File: src/rtl/if_id_queue.sv
// rtl/if_id_queue.sv - circular {pc, instruction} FIFO between iFetch and iDecode
module if_id_queue #(
  parameter int WORD      = 64,
  parameter int INSTR_LEN = 32,
  parameter int DEPTH     = 4
) (
  input  logic                       clk,
  input  logic                       reset,
  input  logic                       flush,
  input  logic                       in_valid,
  output logic                       in_ready,
  input  logic [WORD-1:0]            in_pc,
  input  logic [INSTR_LEN-1:0]       in_instr,
  output logic                       out_valid,
  input  logic                       out_ready,
  output logic [WORD-1:0]            out_pc,
  output logic [INSTR_LEN-1:0]       out_instr,
  output logic [$clog2(DEPTH+1)-1:0] count
);

  localparam int PW = $clog2(DEPTH);
  localparam int CW = $clog2(DEPTH+1);
  localparam int EW = WORD + INSTR_LEN;

  logic [EW-1:0] mem_q [DEPTH];
  logic [PW-1:0] rd_ptr_q, rd_ptr_d;
  logic [PW-1:0] wr_ptr_q, wr_ptr_d;
  logic [CW-1:0] count_q, count_d;
  logic          push, pop;
  logic [EW-1:0] head;

  assign in_ready  = (count_q != CW'(DEPTH)) & reset;
  assign out_valid = (count_q != '0);
  assign push      = in_valid & in_ready;
  assign pop       = out_valid & out_ready;
  assign count     = count_q;

  assign head      = mem_q[rd_ptr_q];
  assign out_pc    = out_valid ? head[EW-1:INSTR_LEN] : '0;
  assign out_instr = out_valid ? head[INSTR_LEN-1:0] : '0;

  always_comb begin
    rd_ptr_d = rd_ptr_q;
    wr_ptr_d = wr_ptr_q;
    count_d  = count_q;
    if (flush) begin
      // A taken branch discards everything, including this cycle's push and pop.
      rd_ptr_d = wr_ptr_q;
      count_d  = '0;
    end else begin
      if (push) wr_ptr_d = wr_ptr_q + PW'(1);
      if (pop)  rd_ptr_d = rd_ptr_q + PW'(1);
      if (push && !pop)      count_d = count_q + CW'(1);
      else if (pop && !push) count_d = count_q - CW'(1);
    end
  end

  always_ff @(posedge clk) begin
    if (!reset) begin
      rd_ptr_q <= '0;
      wr_ptr_q <= '0;
      count_q  <= '0;
    end else begin
      rd_ptr_q <= rd_ptr_d;
      wr_ptr_q <= wr_ptr_d;
      count_q  <= count_d;
    end
  end

  // Storage has no reset; contents are only observable through count.
  always_ff @(posedge clk) begin
    if (reset && push && !flush) begin
      mem_q[wr_ptr_q] <= {in_pc, in_instr};
    end
  end

endmodule

File: config.mk
export PLATFORM = sky130hd
export DESIGN_NAME = if_id_queue
export DESIGN_NICKNAME = d
export VERILOG_FILES = /design/src/rtl/if_id_queue.sv
export SDC_FILE = /design/constraint.sdc
export NUM_CORES = 1
export LEC_CHECK = 0
export ABC_AREA = 1
export CELL_PAD_IN_SITES_DETAIL_PLACEMENT = 1
export CELL_PAD_IN_SITES_GLOBAL_PLACEMENT = 1
export CORE_MARGIN = 8
export CORE_UTILIZATION = 50
export CTS_BUF_LIST = sky130_fd_sc_hd__clkbuf_8
export DETAILED_ROUTE_END_ITERATION = 16
export PLACE_DENSITY = 0.95
export SYNTH_ARGS = -nofsm -noshare
export SYNTH_HDL_FRONTEND = slang
export SYNTH_SLANG_ARGS = --single-unit
File: constraint.sdc
create_clock -name clk -period 15.9 [get_ports clk]
set_clock_uncertainty 0.05 [all_clocks]
set_input_delay 2.385 -clock clk [delete_from_list [all_inputs] [get_ports clk]]
set_output_delay 2.385 -clock clk [all_outputs]
set_load 0.05 [all_outputs]
==> metrics.md, run 1 <==
| Metric | Value |
|---|---|
| Switching Share | between 20% and 30% |
| Worst ir drop on vdd | 74.8 uV |
| Leak | roughly 6.2 nW |
| Placed cell area | about 18000 um^2 |
| Clock Tree Buf Depth | 3 |
| YS warnings | 0 |
| Antenna-violating nets left | 0 |
| Startpoint types | flip-flop |
| DR vias/cell | 5.55 |
| Proportion of power drawn by the clock network | about a third |
| Die area | roughly 37000 um^2 |
| Post-CTS Hold Buffers | 0 |
| First-pass GRT wire length | between 60 and 70 mm |
| I/O Buffers | 201 |
| PwrDens | between 100 and 150 nW/um^2 |
| Post-detail-place hpwl | ~25 mm |
| Logic pwr share | between 10% and 20% |
| Least-Margin Pin Slew | 1.24 ns |
| Worst path arrival time | approximately 4.5 ns |
| Share of cells above drive strength 1 | about 6.2% |
| Die H | 191 um |
| Max-Slew Margin vs Limit | about 17% |
| Syn avg cell area | ~13 um^2 |
| Unique masters post-synth | 22 |
| Final critical-path required period | approximately 6.9 ns |
| Worst EP required | 13.47 ns |
| Initial DRC count | ~700 |
| Fmax | roughly 140 MHz |
| Switching power | 0.000621 W |
| Worst reg2reg path depth | 5 |
| Top post-synthesis cells by area | edfxtp_1 75%, nor2_1 9.7%, o21ai_0 5.8% |
| Crit-path max FO | 69 |
| Outcome | completed |
| Remaining Overflow, GRT | 0 |
| CTS Root Cell | clkbuf_8 |
| Kind of end point of the critical path | primary output |
| Num ports | about 200 |
| Initial antenna violation count | 5 |
| Via count of the first global-routing pass | between 10k and 15k |
| Setup TNS | 0 ns |
| Gr usage total | a little under a quarter |
| Drt wl/cell | approximately 23 um |
| Core area | between 30000 and 40000 um^2 |
| Unrepaired setup endpoints after global routing | no |
| Syn Inst Count | ~1.2k |
| H-tree levels | 2 |
| Max-Cap Viols | 0 |
| Fraction of power consumed by sequential logic | roughly 52% |
| # clock sinks | between 300 and 400 |
| Top cell type's share of synthesized area | about three quarters |
| Final instance area | around 19000 um^2 |
| Fin crit share | a little over two fifths |
| Synth Net Count | ~1.3k |
| DRC Markers | 0 |
| Final Setup Violations | 0 |
| HP Class | flip-flop to flip-flop |
| Setup Fix Bufs, Post-CTS | 0 |
| Post_cts resized | 0 |
| Initial core utilization | between 50% and 60% |
| Clk pin slew, worst setup/hold paths | 0.06 ns |
| Hold Path Cell Cnt | 2 |
| Area grow syn2layout | 21.4% |
| Count of state elements after synthesis | about 400 |
| Pint | about 0.0016 W |
| ANT cells | 0 |
| Chip Width | between 150 and 200 um |
| CTS tree | done |
| Synth Cell Area | ~15000 um^2 |
| Total CTS buffers | 61 |
| Std cell rows | 64 |
| Fin nets | 1511 |
| Sequential fraction of the synthesis area | between 70% and 80% |
| Fill cells | 3076 |
| Drt first pass iters | 4 |
| Final hold violations | 0 |
| DRT Wirelength | between 40 and 50 mm |
| Kind of critical path | flip-flop to primary output |
| Largest area contributor in the netlist | edfxtp_1 |
| Largest net degree at the start of global routing | between 100 and 150 |
| Clk Latency, worst-skew pair | roughly 0.57 ns |
| Placer Congestion | between 0.7 and 0.8 |
| Via count | a little over 10k |
| Final Max Slew Viols | 0 |
==> state kept, by name (all words and copies together), names as in the netlist, named ones only <==
name and flops:
count 3, mem_q 384, rd_ptr_q 2, wr_ptr_q 2
==> power by group through the flow <==
stage	Sequential, W	Combinational, W	Clock, W
6_report	0.00116	0.000355	0.000723
3_3_place_gp	0.00118	0.000341	0
4_1_cts	0.00116	0.000357	0.000741
3_5_place_dp	0.00119	0.000355	0
2_1_floorplan	0.00118	0.000220	0
5_1_grt	0.00117	0.000376	0.000781
==> cell type report <==
type                    instances  area, um^2  area share [%]
flip-flops and latches        393       11700            63.0
multi-input cells             721        3190            17.1
repair buffers                212        2090            11.3
clock buffers                  63         867            4.66
well taps                     396         495            2.66
clock inverters                43         171           0.922
inverters                      15        61.3           0.330
==> metrics by stage <==
step | power (W) | hold WS, ns | instances | utilization, % | setup slack (ns)
after floorplan | 0.00140 | 0.414 | 1202 | - | 8.50
after global placement | 0.00152 | 0.449 | 1737 | 57.8 | 9.46
after detailed placement | 0.00154 | 0.454 | 1737 | 57.8 | 9.41
after CTS | 0.00226 | 0.471 | 1843 | 61.3 | 9.00
after global routing | 0.00232 | 0.523 | 1843 | 61.3 | 8.73
final | 0.00224 | 0.472 | 1843 | 61.3 | 8.97
==> routing by layer <==
| layer | wire (um) | up-vias | track usage (%) |
|---|---|---|---|
| met3 | 2830 | 63 | 5.27 |
| li1 | - | 4666 | - |
| met4 | 686 | 10 | 6.39 |
| met1 | 16500 | 5163 | 26.6 |
| met2 | 21800 | 333 | 40.8 |
| met5 | 69 | - | 0 |
==> cells by family (layout without fill, tap and decap cells) <==
family          Yosys count  in the layout  share of synthesized area [%]
flops                   393            393                           76.4
simple gates            420            420                           10.4
compound gates          293            293                           9.57
buf+inv                  88            333                           2.97
fa+ha+maj                 6              6                          0.539
xor+xnor                  2              2                          0.114
==> cell usage in the layout (no fill, tap or decap), types with 4 or more instances in the layout <==
| cell | count |
|---|---|
| nor2_1 | 393 |
| edfxtp_1 | 384 |
| clkdlybuf4s50_1 | 201 |
| o21ai_0 | 177 |
| a21oi_1 | 100 |
| clkbuf_8 | 63 |
| inv_1 | 32 |
| clkinv_1 | 17 |
| nand2_1 | 16 |
| o21ai_1 | 16 |
| buf_4 | 11 |
| clkinv_2 | 7 |
| dfxtp_1 | 7 |
| ha_1 | 5 |
| nor2_4 | 4 |
| nand3_1 | 4 |
==> final timing paths <==
| path | from | end | slack (ns) |
|---|---|---|---|
| hold reg to reg | rd_ptr_q[1] | rd_ptr_q[1] | 0.47 |
| hold / removal | rd_ptr_q[1] | rd_ptr_q[1] | 0.47 |
| setup / recovery | flip-flop | out_pc[7] | 8.97 |
| setup reg to reg | count[0] | mem_q[3][83] | 12.23 |
==> cell usage after synthesis <==
library cell	instances
inv_1	12
xor2_1	2
a21oi_1	100
buf_1	4
dfxtp_1	9
nand2_1	16
buf_2	10
fa_1	1
clkbuf_1	30
edfxtp_1	384
ha_1	5
inv_2	3
o21ai_0	177
buf_6	1
clkbuf_4	1
buf_4	27
nor2_1	397
and3_1	1
nand3_1	4
nand4_1	1
o21ai_1	16
or2_2	1
==> worst max-delay path, cell delays in order (launching register included) <==
cell and delay, ns:
dfxtp_4 0.81, buf_4 0.74, buf_4 0.68, nor2_1 0.13
nor2_1 0.12, o21ai_0 0.12, a21oi_1 0.30, clkdlybuf4s50_1 0.86
Power figures use the tool's default switching activity.
==> run 2: changes to the inputs <==
--- a/config.mk
+++ b/config.mk
@@ -9,10 +9,10 @@
 export CELL_PAD_IN_SITES_DETAIL_PLACEMENT = 1
 export CELL_PAD_IN_SITES_GLOBAL_PLACEMENT = 1
 export CORE_MARGIN = 8
-export CORE_UTILIZATION = 50
+export CORE_UTILIZATION = 42
 export CTS_BUF_LIST = sky130_fd_sc_hd__clkbuf_8
 export DETAILED_ROUTE_END_ITERATION = 16
-export PLACE_DENSITY = 0.95
+export PLACE_DENSITY = 0.85
 export SYNTH_ARGS = -nofsm -noshare
 export SYNTH_HDL_FRONTEND = slang
 export SYNTH_SLANG_ARGS = --single-unit
==> constraint.sdc (replaced) <==
create_clock -name clk -period 6.03 [get_ports clk]
set_clock_uncertainty 0.05 [all_clocks]
set_input_delay 0.9045 -clock clk [delete_from_list [all_inputs] [get_ports clk]]
set_output_delay 0.9045 -clock clk [all_outputs]
set_load 0.05 [all_outputs]
==> metrics.md, run 2 (same netlist as run 1, synthesis figures left out) <==
| Metric | Value |
|---|---|
| Leak | between 6 and 7 nW |
| Die H | 207 um |
| Chip Width | roughly 210 um |
| Worst path arrival time | ~3.6 ns |
| HP Class | flip-flop to flip-flop |
| Clock Tree Buf Depth | 3 |
| Fin nets | roughly 1.5k |
| Final Setup Violations | 0 |
| First-pass GRT wire length | roughly 62 mm |
| CTS tree | done |
| Worst ir drop on vdd | a little over 200 uV |
| Share of cells above drive strength 1 | approximately 6.6% |
| Num ports | around 200 |
| Total Power | between 0.005 and 0.006 W |
| Post_cts resized | 0 |
| Gr usage total | 18.0% |
| Largest net degree at the start of global routing | 114 |
| Initial antenna violation count | 1 |
| Core area | 36300 um^2 |
| Post-CTS Hold Buffers | 0 |
| Via count | about 10k |
| Max-Slew Margin vs Limit | a little over a quarter |
| H-tree levels | 2 |
| Cell Count, Final, Fillers Out | 1921 |
| DR vias/cell | about 5.2 |
| Clk Latency, worst-skew pair | just under 0.6 ns |
| # clock sinks | 393 |
| Final critical-path required period | ~4.6 ns |
| I/O Buffers | ~200 |
| Total CTS buffers | between 60 and 70 |
| Placer Congestion | approximately 0.74 |
| Crit-path max FO | 108 |
| Fmax | about 220 MHz |
| Outcome | completed |
| Via count of the first global-routing pass | 11.2k |
| Hold slack | roughly 0.48 ns |
| Clk pin slew, worst setup/hold paths | 0.05 ns |
| Unrepaired setup endpoints after global routing | no |
| Final hold violations | 0 |
| CTS Root Cell | clkbuf_8 |
| Remaining Overflow, GRT | 0 |
| Kind of end point of the critical path | primary output |
| Max-Cap Viols | 0 |
| Placed cell count | between 1.5k and 2k |
| DRC Markers | 0 |
| Initial core utilization | between 40 and 50% |
| Final Max Slew Viols | 0 |
| Setup Fix Bufs, Post-CTS | 0 |
| Max reg flops | approximately 380 |
| Initial DRC count | ~500 |
| Most common cell after layout, fill and taps aside | nor2_1 |
| Least-Margin Pin Slew | 1.10 ns |
| Setup TNS | 0 ns |
| Drt first pass iters | 4 |
| Largest Register | mem_q |
| Kind of critical path | flip-flop to primary output |
| DRT Wirelength | 40.2 mm |
| Startpoint types | flip-flop |
| Most frequent cells in the layout | 393 x nor2_1, 384 x edfxtp_1, 201 x clkdlybuf4s50_1 |
| Worst EP required | a little over 5 ns |
| Antenna-violating nets left | 0 |
| Die area | 42800 um^2 |
| Drt wl/cell | 20.9 um |
| Area grow syn2layout | 22.6% |
| Post-detail-place hpwl | roughly 24 mm |
| Fin crit share | about three quarters |
| Std cell rows | 70 |
| PwrDens | 317 nW/um^2 |
-- run 2: changes by cell type in the layout (fill, tap and decap cells not counted) --
cell        delta
clkinvlp_4     -1
inv_4          +2
clkinv_2       +2
buf_12         +4
clkinv_1       -1
clkbuf_8       -2
diode_2        +1
bufinv_16      +1
-- run 2: cell type report --
class                   instances  area [um^2]
multi-input cells             721         3190
clock buffers                  61          840
inverters                      15         63.8
fillers                      3751        17500
repair buffers                216         2170
clock inverters                46          210
well taps                     468          586
diodes                          1         2.50
flip-flops and latches        393        11700
-- run 2: path summary, 6_finish.rpt --
path	from	end	slack [ns]	depth (start not counted)
max reg2reg	count[0]	mem_q[2][31]	3.08	5
max	flip-flop	out_pc[5]	1.45	5
min reg2reg	rd_ptr_q[0]	flip-flop	0.48	2
min	rd_ptr_q[0]	flip-flop	0.48	2
-- run 2: critical path: stages, from the launching register on --
cell	delay [ns]
dfxtp_4	0.50
inv_4	0.67
buf_12	0.42
o21ai_0	0.20
a21oi_1	0.24
clkdlybuf4s50_1	0.85
-- run 2: metrics by stage --
step	area, um^2	util [%]	setup WS [ns]
6_report	18800	51.8	1.45
5_1_grt	18800	51.8	1.20
4_1_cts	18800	51.8	1.35
3_5_place_dp	17700	48.9	2.03
3_3_place_gp	17700	48.9	2.09
2_1_floorplan	15300	-	0.113
-- run 2: layer usage --
layer	wire length, um	track usage (%)	up-vias
li1	-	-	4671
met1	16800	21.5	5057
met2	20400	32.1	266
met3	2410	4.76	50
met4	596	4.34	2
met5	13	0	-
-- run 2: power breakdown --
| part | switching (W) | internal (W) | leakage [nW] |
|---|---|---|---|
| clock | 0.000979 | 0.000977 | 0.620 |
| combinational | 0.000653 | 0.000284 | 2.14 |
| sequential | 0.0000251 | 0.00304 | 3.54 |
| total | 0.00166 | 0.00430 | 6.30 |
==> RTL change 1, RTL diff (settings of run 2) <==
Change the parameter `WORD` from 64 to 32.
--- a/src/rtl/if_id_queue.sv
+++ b/src/rtl/if_id_queue.sv
@@ -2,3 +2,3 @@
 module if_id_queue #(
-  parameter int WORD      = 64,
+  parameter int WORD      = 32,
   parameter int INSTR_LEN = 32,
Interface: changed (resized in_pc and out_pc); port bits go from 202 to 138. The function was not compared with the original's and may differ.
==> RTL change 1 against run 2 <==
Total power shrank 32%. Setup slack gained 0.058 ns. Sequential cell count is 128 lower. Synthesized cell count shrank 31%. Synthesized area decreased by 32%. Routed wire length is 35% lower. Cell area is 32% lower. Critical path type unchanged. Largest power group unchanged.
==> RTL change 1: results (changes against run 2) <==
synth_edf_count: 256  # -33%
grt_first_pass_wirelength_um: 40800  # -34%
finalNetCount: 1046  # -31%
peakVddDrop_mv: 0.120  # -41%
dp_hpwl_um: 16100  # -33%
synth_xor_area_share_pct: 0.168  # +0.054 points
p_leak_nw: 4.31  # -32%
wl_per_cell_um: 19.7  # -6.0%
cp_max_fo: 86  # -20%
synth-adder-area-share_pct: 0.793  # +0.25 points
min_period_over_period_pct: 75.0  # -0.96 points
placed_cell_area_um2: 12000  # -32%
drive_gt1_share_pct: 7.59  # +0.98 points
outcome: "complete, no violations"
clk_latency_ns: 0.52  # -0.07 ns
crit_path_end: "out_pc[28]"
drtIter0Drc: 401  # -20%
holdWs_ns: 0.470  # -0.00768 ns
seq_area_frac_synth_pct: 75.6  # -0.87 points
grt_pass1_vias: 7564  # -32%
grt.met3_usage_pct: 5.51  # +0.76 points
finalWeightedCongestion: 0.747  # +0.70%
drt_pass1_iterations: 5  # +1
port_buffers: 137  # -32%
cts_made_buffers: 42  # -31%
antenna_found_initial: 5  # +4
wl_met3_um: 1680  # -31%
groute.usage.overall_pct: 17.0  # -1.1 points
synthCells: 824  # -31%
grt_use_met1_pct: 19.2  # -2.3 points
vias: 6820  # -32%
synth_compound_area_share_pct: 9.47  # -0.10 points
grt_max_degree: 87  # -24%
min_from: "count[1]"
vias_per_cell: 5.14  # -1.6%
grtUsageMet2_pct: 30.0  # -2.2 points
syn_nets: 899  # -31%
r2r_slack_ns: 3.13  # +0.05 ns
dp_slack_ns: 2.05  # +0.0157 ns
route.met2.wl_um: 13100  # -36%
RTL change 1: cell types whose count changed after synthesis:
cell / delta
edfxtp_1: -128
buf_6: +10
a21oi_1: -32
o21ai_1: -6
buf_4: -22
nor2_1: -128
clkbuf_1: -16
clkbuf_4: -1
o21ai_0: -58
buf_2: +3
RTL change 1: layout make-up:
class                   instances  area (µm²)
well taps                     324         405
inverters                      15        57.6
diodes                          1        2.50
fillers                      2507       11500
flip-flops and latches        265        7870
clock buffers                  45         619
repair buffers                150        1470
multi-input cells             497        2220
clock inverters                29         144
RTL change 1: logic make-up after synthesis:
| group | after synthesis |
|---|---|
| compound gates | 197 |
| xor+xnor | 2 |
| fa+ha+maj | 6 |
| buf+inv | 62 |
| flops | 265 |
| simple gates | 292 |
RTL change 1: power by group through the flow:
stage                     logic [mW]  clock network [mW]  registers, mW
final                          0.634                1.38           2.06
after global routing           0.679                1.49           2.07
after CTS                      0.643                1.42           2.06
after detailed placement       0.640                   0           2.10
after global placement         0.621                   0           2.10
after floorplan                0.397                   0           2.10
==> RTL change 2, RTL diff (settings of run 2) <==
Made on the original files. Put one more register stage on the output `count`. The value now appears one clock later. The other outputs are not delayed to match.
--- a/src/rtl/if_id_queue.sv
+++ b/src/rtl/if_id_queue.sv
@@ -35,3 +35,5 @@
   assign pop       = out_valid & out_ready;
-  assign count     = count_q;
+  always_ff @(posedge clk) begin
+    count <= count_q;
+  end
 
Formal check against the unedited RTL: not equivalent (Yosys sat finds a counterexample within 4 cycles, from zero or initial values and one cycle with reset low).
==> RTL change 2 against run 2 <==
Critical path depth rose by 2. Non-clock buffer count rose by 4. Cell area rose by 1.3%. Combinational power rose by 0.9%. Routed wire length rose by 2.9%. Synthesized area rose by 0.65%. Sequential cell count rose by 3. Global-route usage rose by 0.90 points. Total power rose by 4.4%. Setup slack improved by 0.077 ns. Fmax rose by 1.7%.
==> RTL change 2: results (changes against run 2) <==
peakVddDrop_mv: 0.204  # -0.55%
grt_first_pass_wirelength_um: 64300  # +3.5%
route.met2.wl_um: 21400  # +5.0%
antenna_cells: 0  # -1
p_leak_nw: 6.42  # +1.9%
antenna_found_initial: 4  # +3
final.fill_count: 3718  # -0.88%
grt_max_degree: 108  # -5.3%
critical_path_arrival_ns: 3.55  # -0.08 ns
grt_pass1_vias: 11500  # +2.8%
crit_path_end: "out_pc[26]"
r2r-end: "mem_q[1][76]"
buffer_area_share_pct: 11.5  # -0.12 points
hold_path_depth: 0  # -2
clkbuf_count: 75  # +23%
grt_use_met1_pct: 21.7  # +0.21 points
clk_latency_ns: 0.59  # about the same
post_synth_most_frequent_cells: "397 x nor2_1, 384 x edfxtp_1, 178 x o21ai_0"
seqCellArea_um2: 11800  # +0.51%
cpPeakStageDelay_ns: 0.75  # -0.10 ns
placed_cell_area_um2: 17800  # +0.36%
h-tree-depth: 3  # +1
buffers: 220  # +1.9%
r2r_slack_ns: 3.09  # about the same
wl_met1_um: 16700  # -0.54%
groute.usage.overall_pct: 18.9  # +0.90 points
finalNetCount: 1528  # +0.86%
outcome: "complete, no violations"
seq_area_frac_synth_pct: 76.3  # -0.10 points
drive_gt1_share_pct: 7.49  # +0.88 points
ys_top_cells_by_area: "edfxtp_1 75%, nor2_1 9.7%, o21ai_0 5.8%"
worstReg2RegStart: "count_q[0]"
p_clk_mw: 2.20  # +12%
postLayoutCellArea_um2: 19000  # +1.3%
drt_pass1_iterations: 5  # +1
cts.sinks: 396  # +0.76%
syn_nets: 1312  # +0.23%
grtUsageMet2_pct: 33.9  # +1.8 points
synth.distinct_cells: 21  # -4.5%
cp-start-kind: "flip-flop"
fp.dieArea_um2: 43100  # +0.60%
wl_per_cell_um: 21.4  # +2.0%
cts_made_buffers: 67  # +9.8%
dp_hpwl_um: 25200  # +5.1%
slew_headroom_pct: 16.0  # -10 points
p_sw_share_pct: 27.3  # -0.49 points
wl_met3_um: 2350  # -2.7%
min_from: "count_q[1]"
## RTL change 2: cells by family after synthesis
kind of cell	share of synthesized area (%)
AO/OA/AOI/OAI	9.51
XOR/XNOR	0.114
adder cells (fa/ha/maj)	0.536
buffers and inverters	3.20
flip-flops	76.3
AND/OR/NAND/NOR	10.3
## RTL change 2: worst reg2reg max path, cell delays in order, from the launching register on
cell and delay (ns):
dfxtp_1 0.41, nor2_1 0.11, nand2_1 0.08, nand4_1 0.48
nor2_4 1.00, buf_4 0.46
## RTL change 2: metrics by stage
stage / cells / hold WS, ns / worst slack, ns / power [mW]
floorplan: 1205 / 0.333 / 0.120 / 3.72
global placement: 1820 / 0.340 / 2.18 / 4.06
detailed placement: 1820 / 0.352 / 2.08 / 4.09
CTS: 1937 / 0.370 / 1.47 / 6.29
global route: 1937 / 0.379 / 1.31 / 6.45
finish: 1937 / 0.366 / 1.53 / 6.22
